[src/rtl/bamse_pkg.sv]
// -----------------------------------------------------------------------------
// bamse_pkg
//   Shared definitions for the bamse interrupt controller slice.
//   - Register offsets (relative to the controller's BASE_ADDR).
//   - CTRL register bit positions.
//   - Controller FSM state encoding.
// -----------------------------------------------------------------------------
package bamse_pkg;

   // Register offsets within the 4-entry controller window
   localparam logic [1:0] INTC_CTRL = 2'd0;
   localparam logic [1:0] INTC_MASK = 2'd1;
   localparam logic [1:0] INTC_PEND = 2'd2;
   localparam logic [1:0] INTC_VEC  = 2'd3;

   // CTRL register bit positions
   localparam int unsigned CTRL_GIE = 0;   // global interrupt enable
   localparam int unsigned CTRL_RR  = 1;   // round-robin arbitration enable

   // Controller FSM states
   typedef enum logic [1:0] {
      ST_IDLE    = 2'd0,
      ST_ASSERT  = 2'd1,
      ST_SERVICE = 2'd2
   } intc_state_t;

endpackage

[src/rtl/bamse_intc_prio.sv]
// -----------------------------------------------------------------------------
// bamse_intc_prio
//   Combinational priority picker for the interrupt controller.
//   Fixed mode (i_rr=0): lowest set index of i_req wins.
//   Round-robin mode (i_rr=1): search begins at i_start and wraps modulo
//   NUM_SRC; the first set index found wins.
//
// Ports:
//   i_req   [NUM_SRC-1:0]  candidate request vector
//   i_start [2:0]          first index searched in round-robin mode (< NUM_SRC)
//   i_rr                   1 = round-robin, 0 = fixed lowest-index priority
//   o_idx   [2:0]          winning index (0 when o_any=0)
//   o_any                  at least one request is set
// -----------------------------------------------------------------------------
module bamse_intc_prio #(
   parameter int unsigned NUM_SRC = 4
) (
   input  logic [NUM_SRC-1:0] i_req,
   input  logic [2:0]         i_start,
   input  logic               i_rr,
   output logic [2:0]         o_idx,
   output logic               o_any
);

   localparam logic [NUM_SRC-1:0] ONE = NUM_SRC'(1);

   logic [2:0] w_base;

   assign w_base = i_rr ? i_start : 3'd0;

   // Rotating scan: position k of the search maps to index (base+k) mod NUM_SRC.
   // Bit tests use a shifted one-hot so no variable index is wider than needed.
   always_comb begin
      int unsigned j;
      j     = 0;
      o_idx = '0;
      o_any = 1'b0;
      for (int unsigned k = 0; k < NUM_SRC; k++) begin
         j = 32'(w_base) + k;
         if (j >= NUM_SRC) begin
            j = j - NUM_SRC;
         end
         if (!o_any && (|(i_req & (ONE << j)))) begin
            o_any = 1'b1;
            o_idx = 3'(j);
         end
      end
   end

endmodule

[src/rtl/bamse_intc.sv]
// -----------------------------------------------------------------------------
// bamse_intc
//   Interrupt controller between up to 8 peripheral interrupt lines and the
//   Pacoblaze interrupt / interrupt_ack pair. Rising edges on irq_src are
//   latched into PENDING, qualified by MASK, arbitrated (fixed or round-robin)
//   and presented to the CPU; the serviced source is exposed in VECTOR until
//   software writes VECTOR (end of interrupt).
//
//   Register map (port_id = BASE_ADDR + offset):
//     +0 CTRL    rw  bit0 GIE, bit1 RR
//     +1 MASK    rw  bit i enables source i
//     +2 PENDING r / write-1-to-clear
//     +3 VECTOR  r {valid, 4'b0, idx[2:0]}; any write = EOI
//
// Ports:
//   clk            system clock, rising edge
//   rst            asynchronous active-low reset
//   irq_src        peripheral interrupt lines (active-high, synchronous)
//   port_id        Pacoblaze port address
//   port_in        Pacoblaze write data
//   wen            Pacoblaze write strobe
//   port_out       combinational read data (8'h00 outside the map)
//   interrupt      interrupt request to Pacoblaze (registered)
//   interrupt_ack  one-cycle acknowledge from Pacoblaze
// -----------------------------------------------------------------------------
module bamse_intc
   import bamse_pkg::*;
#(
   parameter int unsigned NUM_SRC   = 4,
   parameter logic [7:0]  BASE_ADDR = 8'h10
) (
   input  logic               clk,
   input  logic               rst,
   input  logic [NUM_SRC-1:0] irq_src,
   input  logic [7:0]         port_id,
   input  logic [7:0]         port_in,
   input  logic               wen,
   output logic [7:0]         port_out,
   output logic               interrupt,
   input  logic               interrupt_ack
);

   localparam logic [NUM_SRC-1:0] ONE     = NUM_SRC'(1);
   localparam logic [2:0]         LAST_IX = 3'(NUM_SRC - 1);

   // Architectural state
   intc_state_t        r_state;
   logic               r_gie;
   logic               r_rr;
   logic [NUM_SRC-1:0] r_mask;
   logic [NUM_SRC-1:0] r_pend;
   logic [NUM_SRC-1:0] r_prev;
   logic [2:0]         r_sel_idx;
   logic [2:0]         r_last_idx;
   logic               r_vec_valid;
   logic [2:0]         r_vec_idx;
   logic               r_irq;

   // Decode
   logic [7:0]         w_off;
   logic               w_hit;
   logic [1:0]         w_reg;
   logic               w_wr_ctrl;
   logic               w_wr_mask;
   logic               w_wr_pend;
   logic               w_wr_vec;

   // Pending / arbitration
   logic [NUM_SRC-1:0] w_rise;
   logic [NUM_SRC-1:0] w_w1c;
   logic [NUM_SRC-1:0] w_sel_oh;
   logic               w_ack;
   logic [NUM_SRC-1:0] w_ack_clr;
   logic [NUM_SRC-1:0] w_pend_nxt;
   logic [NUM_SRC-1:0] w_req;
   logic               w_sel_live;
   logic [2:0]         w_start;
   logic [2:0]         w_win_idx;
   logic               w_win_any;

   // ---------------------------------------------------------------- decode
   // Offset by subtraction so BASE_ADDR need not be 4-aligned.
   assign w_off     = port_id - BASE_ADDR;
   assign w_hit     = (w_off[7:2] == 6'd0);
   assign w_reg     = w_off[1:0];
   assign w_wr_ctrl = wen && w_hit && (w_reg == INTC_CTRL);
   assign w_wr_mask = wen && w_hit && (w_reg == INTC_MASK);
   assign w_wr_pend = wen && w_hit && (w_reg == INTC_PEND);
   assign w_wr_vec  = wen && w_hit && (w_reg == INTC_VEC);

   // ------------------------------------------------------------- read mux
   always_comb begin
      port_out = '0;
      if (w_hit) begin
         case (w_reg)
            INTC_CTRL: begin
               port_out[CTRL_GIE] = r_gie;
               port_out[CTRL_RR]  = r_rr;
            end
            INTC_MASK: port_out[NUM_SRC-1:0] = r_mask;
            INTC_PEND: port_out[NUM_SRC-1:0] = r_pend;
            default:   port_out = {r_vec_valid, 4'b0000, r_vec_idx};
         endcase
      end
   end

   // ------------------------------------------------------ pending update
   // New edges are OR-ed in last so a same-cycle set beats both the
   // software W1C clear and the acknowledge clear.
   assign w_rise     = irq_src & ~r_prev;
   assign w_w1c      = w_wr_pend ? port_in[NUM_SRC-1:0] : '0;
   assign w_sel_oh   = ONE << r_sel_idx;
   assign w_ack      = (r_state == ST_ASSERT) && interrupt_ack;
   assign w_ack_clr  = w_ack ? w_sel_oh : '0;
   assign w_pend_nxt = (r_pend & ~w_w1c & ~w_ack_clr) | w_rise;

   assign w_req      = r_pend & r_mask;
   assign w_sel_live = |(w_req & w_sel_oh);

   // Round-robin search begins one past the last serviced source.
   assign w_start    = (r_last_idx >= LAST_IX) ? 3'd0 : (r_last_idx + 3'd1);

   bamse_intc_prio #(
      .NUM_SRC (NUM_SRC)
   ) u_prio (
      .i_req   (w_req),
      .i_start (w_start),
      .i_rr    (r_rr),
      .o_idx   (w_win_idx),
      .o_any   (w_win_any)
   );

   // ------------------------------------------------------ register file
   always_ff @(posedge clk or negedge rst) begin
      if (!rst) begin
         r_gie  <= 1'b0;
         r_rr   <= 1'b0;
         r_mask <= '0;
         r_pend <= '0;
         r_prev <= '0;
      end else begin
         r_prev <= irq_src;
         r_pend <= w_pend_nxt;
         if (w_wr_ctrl) begin
            r_gie <= port_in[CTRL_GIE];
            r_rr  <= port_in[CTRL_RR];
         end
         if (w_wr_mask) begin
            r_mask <= port_in[NUM_SRC-1:0];
         end
      end
   end

   // ------------------------------------------------------------------ FSM
   // Winner is latched on entry to ASSERT and held, so a later higher-priority
   // arrival never changes the source being offered to the CPU.
   always_ff @(posedge clk or negedge rst) begin
      if (!rst) begin
         r_state     <= ST_IDLE;
         r_irq       <= 1'b0;
         r_sel_idx   <= '0;
         r_last_idx  <= '0;
         r_vec_valid <= 1'b0;
         r_vec_idx   <= '0;
      end else begin
         case (r_state)
            ST_IDLE: begin
               if (r_gie && w_win_any) begin
                  r_sel_idx <= w_win_idx;
                  r_irq     <= 1'b1;
                  r_state   <= ST_ASSERT;
               end
            end
            ST_ASSERT: begin
               if (interrupt_ack) begin
                  r_vec_valid <= 1'b1;
                  r_vec_idx   <= r_sel_idx;
                  r_last_idx  <= r_sel_idx;
                  r_irq       <= 1'b0;
                  r_state     <= ST_SERVICE;
               end else if (!w_sel_live || !r_gie) begin
                  r_irq   <= 1'b0;
                  r_state <= ST_IDLE;
               end
            end
            ST_SERVICE: begin
               if (w_wr_vec) begin
                  r_vec_valid <= 1'b0;
                  r_vec_idx   <= '0;
                  r_state     <= ST_IDLE;
               end
            end
            default: begin
               r_irq   <= 1'b0;
               r_state <= ST_IDLE;
            end
         endcase
      end
   end

   assign interrupt = r_irq;

endmodule

[config.mk]
export PLATFORM = sky130hd
export DESIGN_NAME = bamse_intc
export DESIGN_NICKNAME = d
export VERILOG_FILES = /design/src/rtl/bamse_pkg.sv /design/src/rtl/bamse_intc_prio.sv /design/src/rtl/bamse_intc.sv
export SDC_FILE = /design/constraint.sdc
export NUM_CORES = 1
export LEC_CHECK = 0
export CAP_MARGIN = 15
export CORE_MARGIN = 5
export CORE_UTILIZATION = 50
export CTS_BUF_LIST = sky130_fd_sc_hd__clkbuf_8
export DETAILED_ROUTE_END_ITERATION = 12
export PLACE_DENSITY = 0.82
export SYNTH_ARGS = -nofsm -noshare
export SYNTH_HDL_FRONTEND = slang
export SYNTH_HIERARCHICAL = 1
export SYNTH_SLANG_ARGS = --single-unit
[constraint.sdc]
create_clock -name clk -period 5.6 [get_ports clk]
set_clock_uncertainty 0.2 [all_clocks]
set_input_delay 1.12 -clock clk [delete_from_list [all_inputs] [get_ports clk]]
set_output_delay 1.12 -clock clk [all_outputs]
set_load 0.005 [all_outputs]
==> flow_metrics.env <==
export IMPL_reg2reg_to="interrupt"
export IMPL_fp_row_count=22
export IMPL_gr_usage_met1_pct=22.3
export IMPL_fmax_mhz=223
export IMPL_dpl_hpwl_mm=2.96
export IMPL_cts_tree="yes"
export IMPL_fp_coreArea_um2=3610
export IMPL_p_per_area_nw_per_um2=188
export IMPL_p_int_mw=0.300
export IMPL_synth_cells=186
export IMPL_synth_avg_cell_area_um2=9.91
export IMPL_synth_area_um2=1840
export IMPL_portBuffers=25
export IMPL_die_area_um2=5000
export IMPL_crit_arrival_ns=3.17
export IMPL_drv_cap=0
export IMPL_hold_depth=1
export IMPL_grt_busiest_layer="met2"
export IMPL_yosysTopAreaCell="dfrtp_1"
export IMPL_clk_pin_slew_ns=0.09
export IMPL_tightest_slew_ns=0.928
export IMPL_detail_route_wl_per_cell_um=15.3
export IMPL_synth_edff_count=0
export IMPL_diodes=0
export IMPL_hold_viol=0
export IMPL_r2r_start="r_last_idx[0]"
export IMPL_grt_pass1_wl_mm=6.71
export IMPL_cts_setup_buffers=0
export IMPL_vias=1492
export IMPL_hold_end="r_pend[3]"
export IMPL_ant_nets=0
export IMPL_power_frac_seq_pct=54.2
export IMPL_ys_async_sr_fraction_pct=100
export IMPL_root_buffer="clkbuf_8"
export IMPL_relSlewSlack_pct=36.5
export IMPL_cts_inserted_buffers=3
export IMPL_slew_violations=0
export IMPL_die_h_um=70.7
export IMPL_nets=241
export IMPL_clkPwrFrac_pct=26.9
export IMPL_viasPerCell=5.83
export IMPL_routed_wl_mm=3.91
export IMPL_antenna_found_initial=0
export IMPL_whs_ns=0.233
export IMPL_leakage_nw=0.913
export IMPL_status="completed"
export IMPL_switching_power_mw=0.105
export IMPL_synth_area_top_cells="dfrtp_1, mux2_2, ha_1"
export IMPL_rsz0062_at_grt="false"
export IMPL_required_ns=4.28
export IMPL_grt_pass1_vias=1483
export IMPL_hp_start="r_prev[3]"
export IMPL_ctsLongestPathBuffers=2
export IMPL_critical_path_class="in2out"
export IMPL_ys_seq_area_share_pct=36.7
export IMPL_fp_dieW_um=70.7
export IMPL_grtUsageTotal_pct=16.0
export IMPL_endpoint_kind="output port"
export IMPL_min_delay_path_class="reg2reg"
export IMPL_vdd_ir_drop_max_mv=0.143
export IMPL_use_met3_pct=1.56
export IMPL_h_tree_depth=1
export IMPL_r2r_setup_slack_ns=1.54
export IMPL_ys_types=50
export IMPL_reg2reg_depth=13
export IMPL_drive_above_1_share_pct=14.4
export IMPL_combPwrFrac_pct=18.9
export IMPL_cts_hold_buf=0
export IMPL_grt_max_degree=28
export IMPL_cts_num_sinks=27
export IMPL_period_needed_ns=4.49
export IMPL_drt_pass1_iter_count=4
export IMPL_io_pins=33
export IMPL_cts_resized=0
export IMPL_fin_tns_setup_ns=0
export IMPL_synth_yosys_warnings=6
export IMPL_finalSetupViolCount=0
export IMPL_cp_start_kind="primary input"
export IMPL_worstSkewPairLatency_ns=0.27
export IMPL_synth_top_area_share_pct=36.7
export IMPL_area_delta_synth_final_pct=17.3
export IMPL_drt_iter0_drc=103
export IMPL_drc=0
export IMPL_grt_overflow=0
export IMPL_period_share_pct=80.2
export IMPL_crit_fanout=9
export IMPL_swShare_pct=25.9
export IMPL_met2_usage_pct=26.9
export IMPL_ys_ff_latch=27
export IMPL_synthFlopType="dfrtp_1"
export IMPL_mostFrequentLayoutCells="dfrtp_1, clkdlybuf4s50_1, inv_1"
export IMPL_gp_congestion=0.847
export IMPL_layout_commonest_cell="dfrtp_1"
export IMPL_initial_core_util_pct=51.1
worst max-delay path by stage:
stage                  end          start  cells past startpoint
2_1_floorplan    interrupt  r_last_idx[0]                     12
3_3_place_gp   port_out[3]     port_id[3]                      5
3_5_place_dp   port_out[3]     port_id[3]                      5
4_1_cts        port_out[3]     port_id[3]                      5
5_1_grt        port_out[7]     port_id[3]                      5
6_report       port_out[3]     port_id[3]                      5
Yosys cell counts (2+ instances only):
library cell / count
a31oi_1: 3
nor2_1: 2
a22oi_1: 8
nand4_1: 2
mux2_4: 2
a21oi_1: 4
inv_1: 13
or4bb_1: 2
and2_1: 6
o22ai_1: 8
a211oi_1: 2
nand2b_1: 2
mux4_2: 2
nand2_1: 11
or3_1: 2
buf_4: 3
mux2i_1: 5
nand3b_1: 2
or2_2: 2
nor3_1: 6
ha_1: 8
mux2_2: 11
nand3_1: 4
dfrtp_1: 27
o21ai_0: 8
clkbuf_1: 7
nor2b_1: 4
a2111oi_0: 2
nand4b_1: 7
per-stage QoR:
step	instance area [um2]	total power [mW]	std cells	utilization [%]	setup WS, ns
finish	2160	0.406	256	60.0	1.11
global route	2160	0.425	256	60.0	1.04
CTS	2160	0.408	256	60.0	1.11
detailed placement	2120	0.300	252	58.7	1.13
global placement	2120	0.298	252	58.7	1.12
floorplan	1850	0.268	188	-	1.61
flip-flops by register name (all words and copies together) (netlist names):
register	flops
interrupt	1
r_prev	4
r_vec_idx	3
r_rr	1
r_mask	4
r_last_idx	3
r_state	2
r_vec_valid	1
r_sel_idx	3
r_pend	4
r_gie	1
power by group through the flow:
stage,sequential [mW],combinational [mW],clock (mW)
6_report,0.220,0.0765,0.109
5_1_grt,0.221,0.0846,0.119
4_1_cts,0.220,0.0766,0.111
3_5_place_dp,0.224,0.0763,0
3_3_place_gp,0.223,0.0750,0
2_1_floorplan,0.218,0.0496,0
routing by layer:
metal,vias to the layer above,wire length [um]
li1,740,-
met1,697,1790
met2,51,1910
met3,4,188
met4,0,21
met5,-,0
worst max-delay path, stage by stage:
cell and delay [ns]:
clkdlybuf4s50_1 0.40, or4b_4 0.61, or2_2 0.36, a21oi_1 0.16, clkdlybuf4s50_1 0.52
kinds of logic (layout without fill, tap and decap cells):
group | after synthesis | in the layout | share of synthesized area, %
AND/OR/NAND/NOR | 61 | 61 | 21.6
AO/OA/AOI/OAI | 45 | 45 | 16.7
flip-flops | 27 | 27 | 36.7
buffers and inverters | 24 | 44 | 5.91
multiplexers | 20 | 20 | 13.5
adder cells (fa/ha/maj) | 8 | 8 | 5.43
other | 1 | 3 | 0.203
cell type report:
type	count	area, um2
clock inverters	1	5.00
fillers	306	1440
multi-input cells	137	1070
repair buffers	27	265
inverters	13	48.8
well taps	48	60.1
flip-flops and latches	27	676
clock buffers	3	41.3
Power figures use the tool's default switching activity.
